**src/rtl/if_stage_param.sv**
```systemverilog
// ============================================================================
//  Module   : if_stage_param
//  Purpose  : Instruction-fetch stage with PC register, redirect, flush and
//             an integrated IF/ID pipeline register carrying a valid bit.
//  Options  : IF_STAGE_PERF_EN adds fetch/stall/bubble performance counters.
//  Revision : 1.0 - initial release
// ============================================================================
`default_nettype none

module if_stage_param #(
  parameter int unsigned PC_W     = 8,
  parameter int unsigned INSTR_W  = 20,
  parameter int unsigned RESET_PC = 0,
  parameter int unsigned PC_STEP  = 1
) (
  input  logic               clk,
  input  logic               rst,
  input  logic               pc_write,
  input  logic               redirect_valid,
  input  logic [PC_W-1:0]    redirect_pc,
  input  logic               flush,
  output logic [PC_W-1:0]    imem_addr,
  input  logic [INSTR_W-1:0] imem_rdata,
  output logic [PC_W-1:0]    pc,
  output logic [PC_W-1:0]    if_id_pc,
  output logic [INSTR_W-1:0] if_id_instr,
  output logic               if_id_valid
`ifdef IF_STAGE_PERF_EN
  ,
  output logic [31:0]        perf_fetch_cnt,
  output logic [31:0]        perf_stall_cnt,
  output logic [31:0]        perf_bubble_cnt
`endif
);

  localparam logic [PC_W-1:0] C_RESET_PC = PC_W'(RESET_PC);
  localparam logic [PC_W-1:0] C_PC_STEP  = PC_W'(PC_STEP);

  logic [PC_W-1:0]    pc_q, pc_d;
  logic [PC_W-1:0]    if_id_pc_q, if_id_pc_d;
  logic [INSTR_W-1:0] if_id_instr_q, if_id_instr_d;
  logic               if_id_valid_q, if_id_valid_d;

  logic w_squash;
  logic w_capture;

  assign w_squash  = redirect_valid | flush;
  assign w_capture = ~w_squash & pc_write;

  // Redirect beats the hazard stall: a resolved branch must never be lost.
  always_comb begin
    pc_d = pc_q;
    if (redirect_valid) begin
      pc_d = redirect_pc;
    end else if (pc_write) begin
      pc_d = pc_q + C_PC_STEP;
    end
  end

  always_comb begin
    if_id_pc_d    = if_id_pc_q;
    if_id_instr_d = if_id_instr_q;
    if_id_valid_d = if_id_valid_q;
    if (w_squash) begin
      if_id_pc_d    = '0;
      if_id_instr_d = '0;
      if_id_valid_d = 1'b0;
    end else if (pc_write) begin
      if_id_pc_d    = pc_q;
      if_id_instr_d = imem_rdata;
      if_id_valid_d = 1'b1;
    end
  end

  always_ff @(posedge clk) begin
    if (rst) begin
      pc_q          <= C_RESET_PC;
      if_id_pc_q    <= '0;
      if_id_instr_q <= '0;
      if_id_valid_q <= 1'b0;
    end else begin
      pc_q          <= pc_d;
      if_id_pc_q    <= if_id_pc_d;
      if_id_instr_q <= if_id_instr_d;
      if_id_valid_q <= if_id_valid_d;
    end
  end

  assign imem_addr   = pc_q;
  assign pc          = pc_q;
  assign if_id_pc    = if_id_pc_q;
  assign if_id_instr = if_id_instr_q;
  assign if_id_valid = if_id_valid_q;

`ifdef IF_STAGE_PERF_EN
  logic [31:0] fetch_cnt_q;
  logic [31:0] stall_cnt_q;
  logic [31:0] bubble_cnt_q;

  // Counters wrap silently at 2^32.
  always_ff @(posedge clk) begin
    if (rst) begin
      fetch_cnt_q  <= '0;
      stall_cnt_q  <= '0;
      bubble_cnt_q <= '0;
    end else begin
      if (w_capture) begin
        fetch_cnt_q <= fetch_cnt_q + 32'd1;
      end
      if (~pc_write & ~redirect_valid) begin
        stall_cnt_q <= stall_cnt_q + 32'd1;
      end
      if (w_squash) begin
        bubble_cnt_q <= bubble_cnt_q + 32'd1;
      end
    end
  end

  assign perf_fetch_cnt  = fetch_cnt_q;
  assign perf_stall_cnt  = stall_cnt_q;
  assign perf_bubble_cnt = bubble_cnt_q;
`endif

endmodule

`default_nettype wire

```
**config.mk**
```make
export PLATFORM = sky130hd
export DESIGN_NAME = if_stage_param
export DESIGN_NICKNAME = d
export VERILOG_FILES = /design/src/rtl/if_stage_param.sv
export SDC_FILE = /design/constraint.sdc
export NUM_CORES = 1
export LEC_CHECK = 0
export ABC_AREA = 1
export CAP_MARGIN = 20
export CORE_UTILIZATION = 43
export DETAILED_ROUTE_END_ITERATION = 7
export PLACE_DENSITY = 0.84
export SYNTH_ARGS = -nofsm -noshare
export SYNTH_HDL_FRONTEND = slang
export SYNTH_SLANG_ARGS = --single-unit
```
**constraint.sdc**
```tcl
create_clock -name clk -period 1.6 [get_ports clk]
set_input_delay 0.24 -clock clk [delete_from_list [all_inputs] [get_ports clk]]
set_output_delay 0.24 -clock clk [all_outputs]
set_load 0.1 [all_outputs]
```
Word level (Yosys, flattened, before mapping)
Cells that the tools add are included. Widths: inputs -> output; s select.

Add/sub/neg operators: 1. Multiplexer cells: 2. Bitwise gates (word level): 1. Reductions and logical operators: 2.

Operators with widths (count): $mux 8 (2); $add 8x1->8 const B (1); $reduce_bool 2->1 (1); $reduce_or 2->1 (1); $or 1x1->1 (1).

Register bits: 37. Input port bits: 33. Output and inout bits: 45. Logic and storage cells: 10.

Depth between registers and ports, before layout
Gate-level depths: netlist of the first run.

Depth after elaboration: 3. Depth in mapped cells: 7.

Worst setup path after synthesis of the first run
No wires, ideal clock.

Kind: reg-to-reg. Start: reg pc_q[0] (netlist: imem_addr[0]). End: reg pc_q[6] (netlist: imem_addr[6]). Library setup time: 0.071 ns. Data arrival time: 1.822 ns. Data required time: 1.529 ns. Slack: -0.293 ns. Stages on the path, launching flop included: 6. Buffers on the path: 0. Period minus slack after synthesis: 1.893 ns. Cell sequence: dfxtp_1 > ha_1 > nand3_1 > o21bai_1 > nand3_1 > a21oi_1.

Longest elaborated chain between the ends: 3.

Ends and longest elaborated chain: start, declared (line 39) `logic [PC_W-1:0] pc_q, pc_d;`; start signal, assigned (line 82) `pc_q <= pc_d;`; $add 8x1->8 (line 56) `pc_d = pc_q + C_PC_STEP;`; $mux 8 (line 55) `end else if (pc_write) begin`; $mux 8 (line 53) `if (redirect_valid) begin`.

Every way passes these cells. The select of a mux whose other input is x is not followed. A chain may end at the register's enable or synchronous reset.

Worst setup path after layout of the first run
Start: reg pc_q[1] (netlist: imem_addr[1]). End: reg pc_q[6] (netlist: imem_addr[6]).

The elaborated chain is that of the path after synthesis.

==> run_results.csv, run 1 <==
group,metric,value,unit
logic_synthesis,ys_types,23,
final_layout,synthToLayoutAreaGrowth,79.9,%
final_layout,fillers,217,
final_layout,nNetsFinal,305,
floorplan,num_io_pins,78,
logic_synthesis,synth.top_cell.area_share,0.451,
clock_tree,cts_inserted_buffers,5,
clock_tree,clkLatencyLatePin,0.29,ns
timing,fin_crit,1.35,ns
timing,hold_violations,0,
floorplan,die_h,63.8,um
timing,setup_tns,0,ns
power,vdd_drop_max,498,uV
clock_tree,clk_pin_slew,0.08,ns
timing,rsz0062_at_grt,"false",
timing,clock-skew-final,0.00383,ns
power,power_frac_seq,0.402,
final_layout,fin_cells,320,
floorplan,placementRows,22,
logic_synthesis,synth_nets,236,
clock_tree,cts_resized,0,
floorplan,core,3660,sq um
timing,timing.final.crit_share,0.845,
routing,drc,0,
clock_tree,clock-sinks,37,
clock_tree,htree_levels,2,
timing,drv_slew,0,
routing,routed_wl,4.50,mm
global_routing,grt_pass1_vias,1576,
routing,drtIter0Drc,84,
logic_synthesis,synth-seq-area-share,0.451,
place,portBuffers,77,
worst_setup_path,startpoint_type,"flip-flop",
routing,wl_per_cell,14.1,um
logic_synthesis,avgSynthCellArea,8.13,sq um
logic_synthesis,synth_area,1640,sq um
power,intPower,1710,uW
global_routing,grt_max_degree,30,
power,power.density,845,nW/um^2
logic_synthesis,yosysTopAreaCell,"dfxtp_1",
worst_setup_path,crit_type,"reg2reg",
power,p_comb_frac,0.261,
final_layout,diodes,0,
worst_setup_path,cpMaxStageDelayCell,"dfxtp_2",
timing,max_freq,0.740,GHz
logic_synthesis,synth_cells,202,
routing,dr.pass1.iters,4,
worst_hold_path,min_path_type,"reg2reg",
timing,hold_ws,0.502,ns
place,hpwl,3.19,mm
logic_synthesis,synth_area_leaders,"dfxtp_1 45%, nand2_1 16%, a21oi_1 7.0%, a21oi_2 5.9%, buf_4 4.6%",
floorplan,die_area,4070,sq um
job,max_cap_viol_count,0,
logic_synthesis,synth-main-ff-cell,"dfxtp_1",
place,finalWeightedCongestion,0.870,
clock_tree,ctsHoldBuffers,0,
clock_tree,cts_tree,"done",
logic_synthesis,synth_edf_count,0,
global_routing,grt_antenna_before_repair,0,
power,sw_frac_of_total,0.314,
logic_synthesis,synth-seq-cells,37,
timing,relSlewSlack,0.828,
final_layout,drive_gt1_frac,0.316,
global_routing,grt_first_pass_wirelength,7.42,mm
timing,worst_slew_pin_slew,0.258,ns
global_routing,grt_overflow,0,
logic_synthesis,yosysWarningCount,0,
power,p_leak,0.00109,uW
worst_setup_path,crit_required,1.82,ns
timing,finalSetupViolCount,0,
worst_setup_path,crit_path_max_incr_delay,0.45,ns
floorplan,die_w,63.8,um
place,dp_cells,312,
logic_synthesis,async_flop_share,0,
clock_tree,cts_setup_buffers,0,
floorplan,start_util,0.448,
worst_setup_path,worst_ep_arrival_time,1.57,ns
clock_tree,cts_buffer_depth,2,
worst_setup_path,critPathMaxFanout,7,
power,p_sw,783,uW
routing,num_vias,1592,
worst_setup_path,crit_top_cell,"nand3_1",
power,pwr-share-clk,0.337,
worst_setup_path,critPathCaptureType,"flip-flop",
worst_setup_path,path_cells,"ha_1, nand3_1, o21bai_1, nand3_1, a21oi_1",
routing,avgViaCountPerCell,4.98,
routing,ant_nets,0,
global_routing,grtUsageTotal,0.240,
status,outcome,"completed",
clock_tree,cts_root_buffer,"clkbuf_8",
through the flow:
step | worst slack (ns) | util | instance area [sq um] | total power [uW]
CTS | 0.227 | 0.807 | 2950 | 2500
floorplan | 0.113 | - | 1650 | 1410
global route | 0.142 | 0.807 | 2950 | 2580
detailed placement | 0.00648 | 0.774 | 2830 | 1670
finish | 0.248 | 0.807 | 2950 | 2500
global placement | 0.0972 | 0.774 | 2830 | 1670
registers in the layout, summed over array words and instances, names as in the netlist:
signal	count
if_id_instr	20
if_id_pc	8
if_id_valid	1
imem_addr	8
path summary, 6_finish.rpt:
check        cells after the start                    startpoint                           end  slack [ns]
max reg2reg                      5     imem_addr[1]$_SDFFE_PP0P_     imem_addr[6]$_SDFFE_PP0P_        0.25
max                              5     imem_addr[1]$_SDFFE_PP0P_     imem_addr[6]$_SDFFE_PP0P_        0.25
min                              2  if_id_instr[19]$_SDFFE_PP0P_  if_id_instr[19]$_SDFFE_PP0P_        0.50
min reg2reg                      2  if_id_instr[19]$_SDFFE_PP0P_  if_id_instr[19]$_SDFFE_PP0P_        0.50
per-layer routing:
| metal | up-vias | part of all wire | global-route usage |
|---|---|---|---|
| met5 | - | 0 | 0 |
| met4 | 0 | 0.014 | 0.0994 |
| met3 | 7 | 0.048 | 0.0482 |
| met2 | 60 | 0.54 | 0.443 |
| met1 | 743 | 0.39 | 0.263 |
| li1 | 782 | - | - |
placed cells by master, fill, tap and decap left out, types with 2 or more instances in the layout:
cell type	synthesis	routed
buf_4	10	3
o21bai_1	2	2
xnor2_1	2	2
nor2_4	4	4
inv_1	5	5
a21oi_1	23	23
a21oi_2	11	11
clkdlybuf4s50_1	0	32
nand3_1	8	8
dfxtp_1	37	29
nand2_1	71	71
a22oi_1	4	4
clkbuf_8	0	6
nand2_2	2	2
o21ai_0	2	2
nor2_1	4	4
buf_12	0	47
dfxtp_2	0	8
synth_stat cells, types with 4 or more instances:
master / count
nand2_1: 71
dfxtp_1: 37
a21oi_1: 23
a21oi_2: 11
buf_4: 10
nand3_1: 8
buf_6: 6
inv_1: 5
a22oi_1: 4
buf_2: 4
nor2_1: 4
nor2_4: 4
final cells by class:
type	instances	area, sq um	area share
clock buffer	6	82.6	0.0280
multi-input combinational	138	707	0.239
inverter	7	31.3	0.0106
timing repair buffer	82	1280	0.435
tap	48	60.1	0.0203
sequential	37	751	0.254
clock inverter	2	37.5	0.0127
worst max-delay path, delay by kind of cell, from the launching register on:
family / cells / cell delay, ns
AOI/OAI and AO/OA: 2 / 0.32
adders and majority gates: 1 / 0.27
DFF: 1 / 0.45
and+or+nand+nor: 2 / 0.23
power by group through the flow:
stage | registers (uW) | clock network [uW] | logic [uW]
after floorplan | 1170 | 0 | 239
after global placement | 1020 | 0 | 642
after detailed placement | 1020 | 0 | 649
after CTS | 1000 | 845 | 654
after global routing | 1010 | 900 | 676
final | 1000 | 840 | 651
cells by family after synthesis:
kind of cell | Yosys count | share of synthesized area
simple gates | 91 | 0.241
compound gates | 43 | 0.166
flops | 37 | 0.451
buf+inv | 27 | 0.118
xor+xnor | 3 | 0.0160
fa+ha+maj | 1 | 0.00762
No activity file was read; power rests on OpenSTA's default activity.
==> run 2: changes to the inputs <==
--- a/config.mk
+++ b/config.mk
@@ -7,9 +7,9 @@
 export LEC_CHECK = 0
 export ABC_AREA = 1
 export CAP_MARGIN = 20
-export CORE_UTILIZATION = 43
+export CORE_UTILIZATION = 36
 export DETAILED_ROUTE_END_ITERATION = 7
-export PLACE_DENSITY = 0.84
+export PLACE_DENSITY = 0.75
 export SYNTH_ARGS = -nofsm -noshare
 export SYNTH_HDL_FRONTEND = slang
 export SYNTH_SLANG_ARGS = --single-unit
==> constraint.sdc (replaced) <==
create_clock -name clk -period 1.2 [get_ports clk]
set_input_delay 0.18 -clock clk [delete_from_list [all_inputs] [get_ports clk]]
set_output_delay 0.18 -clock clk [all_outputs]
set_load 0.1 [all_outputs]
==> run 2 against run 1 <==
  * Core utilization down 8.9 points
  * First-iteration DRC count down 4.8%
  * Sequential cell count unchanged
  * Critical path depth down 3
  * Sequential share of layout area up 0.38 points
  * Global-route usage down 4.8 points
  * Combinational power up 41%
  * Design area up 5.8%
  * Count of clock-buffer cells in the layout up 2
  * Worst hold slack worse by 0.051 ns
  * Via count down 1.7%
  * Highest routed layer unchanged
==> run_results.csv, run 2 (synthesis results as in run 1) <==
group,metric,value,unit
status,outcome,"completed",
timing,setup_tns,0,ns
floorplan,start_util,0.377,
floorplan,die_area,4830,sq um
global_routing,grt_pass1_vias,1602,
place,portBuffers,77,
worst_setup_path,r2r_slack,0.09,ns
clock_tree,cts_buffer_depth,2,
worst_hold_path,whs_path_depth,3,
worst_setup_path,critPathMaxFanout,4,
clock_tree,ctsHoldBuffers,0,
power,power.density,1050,nW/um^2
clock_tree,cts_root_buffer,"clkbuf_8",
timing,max_freq,0.854,GHz
final_layout,largest_reg_flops,20,
power,vdd_drop_max,567,uV
clock_tree,clkLatencyLatePin,0.28,ns
floorplan,die_w,69.5,um
routing,wl_per_cell,13.3,um
global_routing,grt_max_degree,29,
worst_setup_path,cpMaxStageDelayCell,"dfxtp_4",
clock_tree,cts_inserted_buffers,5,
global_routing,grt_first_pass_wirelength,7.33,mm
worst_setup_path,crit_type,"reg2out",
timing,timing.final.crit_share,0.976,
routing,drc,0,
final_layout,nNetsFinal,312,
worst_setup_path,r2r_start,"imem_addr[1]$_SDFFE_PP0P_",
worst_setup_path,worst_ep_arrival_time,0.99,ns
final_layout,layout_common_cells,"71 x nand2_1, 50 x buf_12, 32 x clkdlybuf4s50_1, 28 x dfxtp_2, 23 x a21oi_1",
clock_tree,clk_pin_slew,0.07,ns
routing,num_vias,1565,
power,power,3260,uW
worst_hold_path,min_delay_worst_endpoint,"if_id_instr[19]$_SDFFE_PP0P_",
floorplan,die_h,69.5,um
routing,dr.pass1.iters,4,
worst_setup_path,startpoint_type,"flip-flop",
worst_setup_path,reg2regPathDepth,5,
global_routing,grt_overflow,0,
final_layout,final_common_cell,"nand2_1",
timing,finalSetupViolCount,0,
final_layout,drive_gt1_frac,0.437,
clock_tree,htree_levels,2,
worst_setup_path,cpLargestDelayFamily,"flip-flops",
worst_setup_path,startpoint,"imem_addr[0]$_SDFFE_PP0P_",
clock_tree,clock-sinks,37,
timing,fin_crit,1.17,ns
global_routing,grtUsageTotal,0.192,
floorplan,num_io_pins,78,
global_routing,grt_antenna_before_repair,0,
final_layout,fillers,306,
worst_setup_path,crit_buf_inv,2,
place,hpwl,3.19,mm
final_layout,utilization,0.717,
routing,routed_wl,4.39,mm
final_layout,diodes,0,
worst_setup_path,crit_required,1.02,ns
timing,clock-skew-final,0.00270,ns
routing,drtIter0Drc,80,
job,max_cap_viol_count,0,
timing,drv_slew,0,
timing,hold_ws,0.451,ns
routing,ant_nets,0,
worst_hold_path,min_path_type,"in2reg",
worst_setup_path,critPathCaptureType,"primary output",
timing,worst_slew_pin_slew,0.242,ns
worst_hold_path,hp-start,"imem_rdata[19]",
clock_tree,cts_tree,"done",
final_layout,synthToLayoutAreaGrowth,90.2,%
timing,hold_violations,0,
floorplan,placementRows,24,
place,finalWeightedCongestion,0.777,
worst_setup_path,crit_path_max_incr_delay,0.39,ns
routing,avgViaCountPerCell,4.73,
worst_setup_path,path_cells,"buf_6, buf_12",
floorplan,core,4350,sq um
worst_setup_path,r2r-end,"imem_addr[6]$_SDFFE_PP0P_",
timing,relSlewSlack,0.839,
power,p_leak,0.00116,uW
==> run 2: per-layer routing <==
metal / track usage / vias up / share of wire
li1: - / 793 / -
met1: 0.218 / 715 / 0.42
met2: 0.341 / 52 / 0.51
met3: 0.0523 / 5 / 0.056
met4: 0.0703 / 0 / 0.013
met5: 0 / - / 0
==> run 2: worst max path at each step <==
stage | cells after the start | slack (ns) | endpoint
2_1_floorplan | 5 | -0.03 | imem_addr[6]$_SDFFE_PP0P_
3_3_place_gp | 5 | -0.14 | imem_addr[7]$_SDFFE_PP0P_
3_5_place_dp | 5 | -0.21 | imem_addr[6]$_SDFFE_PP0P_
4_1_cts | 2 | 0.01 | imem_addr[0]
5_1_grt | 2 | -0.0004 | imem_addr[0]
6_report | 2 | 0.03 | imem_addr[0]
==> run 2: repair_timing <==
item                                    CTS  global route
setup buffers                             0             2
gates resized for setup                   1             0
endpoints found under the setup margin    2             1
==> run 2: final cells by class <==
type | instances | area, sq um | area share
flip-flops and latches | 37 | 806 | 0.258
repair buffers | 89 | 1380 | 0.441
inverters | 7 | 31.3 | 0.0100
well taps | 52 | 65.1 | 0.0208
clock buffers | 8 | 111 | 0.0357
multi-input cells | 138 | 732 | 0.234
==> run 2: where the power goes <==
part / switching, uW / internal (uW)
Clock: 422 / 593
Combinational: 536 / 382
Sequential: 71.1 / 1260
Total: 1030 / 2240
==> run 2: per-stage QoR <==
stage	std cells	setup slack, ns	area [sq um]
after floorplan	202	-0.0350	1740
after global placement	321	-0.140	2980
after detailed placement	321	-0.210	2980
after CTS	329	0.0146	3100
after global routing	331	-0.000414	3120
final	331	0.0288	3120
==> run 2: tightest hold or removal path: stages <==
cell and delay [ns]:
clkdlybuf4s50_1 0.40, nand2_1 0.06, a21oi_1 0.06
